==> config.mk <==
export PLATFORM = sky130hd
export DESIGN_NAME = mem_stage
export DESIGN_NICKNAME = d
export VERILOG_FILES = /design/src/rtl/mem_stage.sv
export SDC_FILE = /design/constraint.sdc
export NUM_CORES = 1
export LEC_CHECK = 0
export CAP_MARGIN = 25
export CORE_MARGIN = 2
export CORE_UTILIZATION = 47
export DETAILED_ROUTE_END_ITERATION = 12
export GPL_TIMING_DRIVEN = 1
export PLACE_DENSITY = 0.86
export SETUP_SLACK_MARGIN = 0.4
export SYNTH_ARGS = -nofsm -noshare
export SYNTH_HDL_FRONTEND = slang
export SYNTH_SLANG_ARGS = --single-unit
==> constraint.sdc <==
create_clock -name clk -period 4.4 [get_ports clk]
set_input_delay 1.32 -clock clk [delete_from_list [all_inputs] [get_ports clk]]
set_output_delay 1.32 -clock clk [all_outputs]
set_load 0.01 [all_outputs]
==> src/rtl/mem_stage.sv <==
// MEM pipeline stage: runs the data-memory access for one EX/MEM op, formats
// store data and byte lanes, and loads the MEM/WB register for WB_stage.
//
// state | meaning
// IDLE  | ready for a new op; non-mem and misaligned ops retire from here
// BUSY  | bus strobe held, waiting for dmem_resp or timeout

package rv32i_types;
  typedef struct packed {
    logic       load_regfile;
    logic [4:0] rd;
    logic       mem_read;
    logic       mem_write;
    logic [2:0] store_op;   // funct3: [1:0] is access size for loads and stores
  } rv32i_control_word;
endpackage

module mem_stage
  import rv32i_types::*;
#(
  parameter int unsigned TIMEOUT_CYCLES = 255
) (
  input  logic              clk,
  input  logic              rst_n,
  input  logic              in_valid,
  output logic              in_ready,
  input  logic              flush,
  input  logic [31:0]       pc_plus4_in,
  input  logic [31:0]       logic_out_in,
  input  logic [31:0]       rs2_in,
  input  rv32i_control_word control_word_in,
  output logic              dmem_read,
  output logic              dmem_write,
  output logic [31:0]       dmem_address,
  output logic [31:0]       dmem_wdata,
  output logic [3:0]        dmem_byte_enable,
  input  logic              dmem_resp,
  input  logic [31:0]       dmem_rdata,
  output logic              wb_valid,
  output logic [31:0]       pc_plus4,
  output logic [31:0]       logic_out,
  output logic [31:0]       MDR,
  output rv32i_control_word control_word,
  output logic              err
);

  typedef enum logic {IDLE, BUSY} state_t;

  localparam int CW = 16;

  state_t        state, state_nxt;
  logic [CW-1:0] cnt;
  logic          killed;
  logic          accept, is_mem, is_wr, misaligned, timeout_hit, done;
  logic [1:0]    off;
  logic [3:0]    be_fmt;
  logic [31:0]   wdata_fmt;

  assign in_ready    = (state == IDLE);
  assign accept      = in_valid & in_ready & ~flush;
  assign is_mem      = control_word_in.mem_read | control_word_in.mem_write;
  assign is_wr       = control_word_in.mem_write;   // read+write resolves to write
  assign off         = logic_out_in[1:0];
  // cnt counts completed BUSY cycles, so the last allowed cycle sees TIMEOUT-1
  assign timeout_hit = (TIMEOUT_CYCLES != 0) && (cnt == CW'(TIMEOUT_CYCLES - 1));
  assign done        = (state == BUSY) && (dmem_resp || timeout_hit);

  // Byte-lane / store-data formatting and alignment check from the access size
  always_comb begin
    be_fmt     = 4'b1111;
    wdata_fmt  = rs2_in;
    misaligned = 1'b0;
    case (control_word_in.store_op[1:0])
      2'b00: begin
        if (is_wr) begin
          be_fmt    = 4'b0001 << off;
          wdata_fmt = {4{rs2_in[7:0]}};
        end
      end
      2'b01: begin
        if (is_wr) begin
          be_fmt    = 4'b0011 << off;
          wdata_fmt = {2{rs2_in[15:0]}};
        end
        // a half at offset 1 still fits in the word; only offset 3 straddles
        misaligned = (off == 2'd3);
      end
      default: misaligned = (off != 2'd0);
    endcase
  end

  // State register
  always_ff @(posedge clk or negedge rst_n) begin
    if (!rst_n) state <= IDLE;
    else        state <= state_nxt;
  end

  // Next-state: only aligned memory ops enter BUSY
  always_comb begin
    state_nxt = state;
    case (state)
      IDLE:    if (accept && is_mem && !misaligned) state_nxt = BUSY;
      BUSY:    if (done) state_nxt = IDLE;
      default: state_nxt = IDLE;
    endcase
  end

  // Bus strobes, wait counter and MEM/WB register
  always_ff @(posedge clk or negedge rst_n) begin
    if (!rst_n) begin
      cnt              <= '0;
      killed           <= 1'b0;
      dmem_read        <= 1'b0;
      dmem_write       <= 1'b0;
      dmem_address     <= '0;
      dmem_wdata       <= '0;
      dmem_byte_enable <= '0;
      wb_valid         <= 1'b0;
      err              <= 1'b0;
      pc_plus4         <= '0;
      logic_out        <= '0;
      MDR              <= '0;
      control_word     <= '0;
    end else begin
      wb_valid <= 1'b0;
      err      <= 1'b0;
      if (state == IDLE) begin
        cnt <= '0;
        if (accept) begin
          pc_plus4     <= pc_plus4_in;
          logic_out    <= logic_out_in;
          control_word <= control_word_in;
          killed       <= 1'b0;
          if (is_mem) begin
            dmem_address     <= {logic_out_in[31:2], 2'b00};
            dmem_wdata       <= wdata_fmt;
            dmem_byte_enable <= be_fmt;
            if (misaligned) begin
              wb_valid <= 1'b1;
              err      <= 1'b1;
            end else begin
              dmem_write <= is_wr;
              dmem_read  <= ~is_wr;
            end
          end else begin
            wb_valid <= 1'b1;
          end
        end
      end else begin
        cnt <= cnt + 1'b1;
        if (flush) killed <= 1'b1;
        if (done) begin
          dmem_read  <= 1'b0;
          dmem_write <= 1'b0;
          // a flush arriving on the completing cycle still kills the writeback
          wb_valid   <= ~(killed | flush);
          err        <= ~dmem_resp & ~(killed | flush);
          if (dmem_resp && dmem_read) MDR <= dmem_rdata;
        end
      end
    end
  end

endmodule

* Yosys cells after proc, flatten, opt, wreduce, memory -nomap -nowiden *
Index checks and enable logic that the tools add are counted.

operators by class
  muxes and demuxes = 32
  multipliers = 0
  order comparisons = 0
  reduce and logical (&&, ||, !) cells = 15
  divide/modulo/power cells = 0
  add/sub/neg operators = 1
  equality and inequality tests = 6
  bitwise operators = 10
  shift operators = 2

operator list
  operator               number
  $mux 32                2
  $pmux 32 s2            1
  $mux 1                 23
  $add 16x1->16 const B  1
  $eq 16x8->1 const B    1
  $mux 16                1
  $mux 4                 2
  $pmux 4 s2             1
  $reduce_and 3->1       2
  $reduce_bool 2->1      3
  $not 1->1              5
  $logic_and 1x1->1      4
  $ne 2x2->1 const B     2
  $pmux 1 s2             2
  $reduce_and 2->1       2
  $reduce_and 4->1       1
  $shl 1x2->4 const A    1
  $shl 2x2->4 const A    1
  $and 1x1->1            3
  $eq 2x1->1 const B     1
  $eq 2x2->1 const B     1
  $logic_not 2->1        1
  $ne 2x1->1 const B     1
  $or 1x1->1             2
  other kinds (2)        2

word-level totals
  input bits = 144
  bits in latches = 0
  memories kept = 0
  word-level logic and storage cells = 84
  flip-flop bits (word level) = 195
  bits in writable memories = 0
  bits in read-only memories = 0

* Longest topological paths before layout *
  depth in word-level cells = 7
  mapped depth = 7
  mapped depth without buffers = 6

* Worst setup path after synthesis *
OpenSTA, ideal clock, no wires.

  kind = input to register
  start = input port flush
  end = register logic_out[10]
  slack = 1.975 ns
  stages = 4
  arrival time = 2.300 ns
  path buffers = 2
  required time = 4.275 ns
  library setup time = 0.125 ns
  cells stage by stage = nor3b_4 -> buf_2 -> buf_4 -> mux2_2

between the ends
  word-level cells in the longest chain between the ends = 3

ends and longest elaborated chain
  item                        RTL line  text
  from (decl)                 27        input logic flush,
  $not 1->1                   60        assign accept = in_valid & in_ready & ~flush;
  $and 1x1->1                 60
  $reduce_and 2->1 (no line)  -
  to (signal assigned)        131       logic_out <= logic_out_in;
  to (decl)                   41        output logic [31:0] logic_out,

Every way passes these cells.
A chain may end at the register's enable or synchronous reset.

* Worst setup path after layout *
  start = register state
  end = output port in_ready

between the ends
  word-level cells in the longest chain between the ends = 1

ends and longest elaborated chain
  item                    RTL line  text
  from (decl)             51        state_t state, state_nxt;
  from (signal assigned)  95        else state <= state_nxt;
  $not 1->1 (no line)     -
  to (decl)               26        output logic in_ready,

Every way passes these cells.

==> run metrics <==
CP Cell Sequence=clkinv_1 -> clkdlybuf4s50_1; library cells used by synthesis=40; initial antenna violation count=1; Max Slew Vio Count=0; DR pass1 iterations=5; Mapped Area=~8000 sq um; GRT Residual Overflow=0; Setup Crit Path Kind=flop to output port; Max Clk Rate=just under 300 MHz; Layout area overhead=51.1%; number of flops mapped to enable cells by yosys=0; layout cells sized above 1=0.157; number of global-route vias before repair=about 6600; Worst path max stage delay=0.63 ns; Max transition margin=0.468; Detail Placement HPWL=16500 microns; Nets=approximately 1100; Slew @ Worst Pin=between 0.7 and 0.8 ns; fraction of registers with async set/reset=1.00; initial core utilization=0.479; synthesized instance count=664; Setup crit end kind=output port; Req. time, crit path=3.08 ns; sequential element share of the synthesized area=0.616; Reg clk slew, reported paths=0.07 ns; largest net degree at the start of global routing=98; row count=47; TNS Setup=0 ns; Tcrit/Tclk final=0.781; Placed Cells incl. Taps=~1200; CTS tree=built; hold_buf cts=0; area share of and/or/nand/nor cells after synthesis=0.121; Routability Congestion=a little over 0.8; DR WL/cell=approximately 18 microns; Finished Layout Cells=1212; buffers added on ports=around 320; first-pass GRT wire length=35400 microns; number of setup buffers added after CTS=0; Routed WL=22400 microns; warning count from the yosys run=0; die area=17900 sq um; FF+latch count, synth=around 200; status=completed; multiplexer share of the synthesized area=0.177; slowest CP cell=clkdlybuf4s50_1; Clk Latency, worst-skew pair=about 0.44 ns; CP Max Fanout=17; Design Power=0.00584 W; compound-gate portion of the synthesized area=0.0387; DR vias/cell=approximately 5; # IOs=approximately 320; Clock Tree Buf Depth=2; final core utilization=0.724; HP Class=flop to flop; Fillers=1143; Post-CTS Resized=0; Clock Skew=about 0.014 ns; via count=6154; Synth area leaders=dfrtp_1 (62%), mux2_2 (15%), nand2_1 (7.6%), mux2i_1 (2.5%), nor2_1 (1.6%); max_cap viols=0; post-route minimum period=between 3 and 4 ns; Final setup viols=0; Peak supply drop=between 0.0003 and 0.0004 V; largest family of logic cells by synthesized area=multiplexers; Final Hold Viols=0; Die Span X=134 microns; Die H=about 130 microns; total CTS buffers=17; area leader, netlist=dfrtp_1; Final ANT Viol Nets=0; overall routing resource usage=0.257; H-tree lvl count=4; Power Dens Cells=488 nW/um^2; crit path DAT=2.12 ns; Core Region=between 15000 and 20000 sq um; ys flop type=dfrtp_1; DR DRC count=0; Fin Hold WS=between 0.4 and 0.5 ns; 1st-iter DRT viols=around 380; post-synth top area share=0.616; Synth Area in Adders=0.00948; RSZ-0062 raised after global routing=no; XOR/XNOR Fraction of Synth Area=0.00996; syn avg cell area=11.9 sq um; Root Driver=clkbuf_16; startpoint types=flop; Lkg Pwr=5.15 nW; clk sinks=slightly below 200
## final timing paths
kind,startpoint,to,slack [ns],cells after the start
max in group asynchronous,rst_n,dmem_address[17],2.56,2
setup / recovery,state,in_ready,0.96,2
min in group asynchronous,rst_n,pc_plus4[1],0.95,1
setup reg to reg,state,dmem_wdata[19],2.15,5
hold / removal,dmem_wdata[11],dmem_wdata[11],0.48,2
hold reg to reg,dmem_wdata[11],dmem_wdata[11],0.48,2
## layer usage
layer / global-route usage / up-vias / wire (microns)
met4: 0.118 / 0 / 835
met2: 0.435 / 253 / 11400
li1: - / 2853 / -
met1: 0.308 / 3001 / 8600
met5: 0 / - / 0
met3: 0.0695 / 47 / 1570
## registers in the layout, summed over array words and instances, names as in the netlist, 4 cells and up
name and flops:
MDR 32, dmem_wdata 32, logic_out 32, pc_plus4 32, dmem_address 30, cnt 16
control_word 11, dmem_byte_enable 4
## stage by stage
stage / area [sq um] / worst slack [ns]
after floorplan: 7920 / 1.97
after global placement: 11400 / 0.936
after detailed placement: 11400 / 0.847
after CTS: 12000 / 0.932
after global routing: 12000 / 0.809
final: 12000 / 0.964
## power by group
group	total [W]	internal [W]	switching, W
clock network	0.00159	0.000858	0.000728
logic	0.00181	0.00109	0.000715
registers	0.00244	0.00220	0.000236
## synth_stat cells (all sizes together) (5+ instances only)
cell,number
a21oi,13
a31oi,10
buf,24
clkbuf,12
dfrtp,195
ha,6
inv,8
mux2,107
mux2i,20
nand2,160
nand3,6
nor2,35
nor3,5
nor4,5
o21ai,23
xnor2,7
## cells by family (layout without fill, tap and decap cells)
logic type | Yosys count | count (layout)
flip-flops | 195 | 195
AO/OA/AOI/OAI | 54 | 54
other | 1 | 3
XOR/XNOR | 9 | 9
adder cells (fa/ha/maj) | 6 | 6
buffers and inverters | 45 | 371
AND/OR/NAND/NOR | 227 | 227
multiplexers | 127 | 127
## layout make-up
class | instances | area, sq um | area share
inverters | 9 | 33.8 | 0.00282
clock inverters | 14 | 173 | 0.0144
repair buffers | 330 | 3330 | 0.279
diodes | 1 | 2.50 | 0.000209
clock buffers | 18 | 429 | 0.0359
multi-input cells | 425 | 2830 | 0.237
flip-flops and latches | 195 | 4880 | 0.408
well taps | 220 | 275 | 0.0230
## critical path, delay by kind of cell, from the launching register on
kind,cells,cell delay [ns]
flip-flops,1,0.55
buffers and inverters,2,1.13
## cell usage in the layout (no fill, tap or decap), drive strengths merged, types with 6 or more instances in the layout
master / synthesis / final
clkdlybuf4s50: 0 / 320
dfrtp: 195 / 195
nand2: 160 / 160
mux2: 107 / 107
nor2: 35 / 35
o21ai: 23 / 23
mux2i: 20 / 20
clkbuf: 12 / 19
a21oi: 13 / 13
inv: 8 / 13
a31oi: 10 / 10
buf: 24 / 9
xnor2: 7 / 7
ha: 6 / 6
nand3: 6 / 6
No activity file was read; power rests on OpenSTA's default activity.
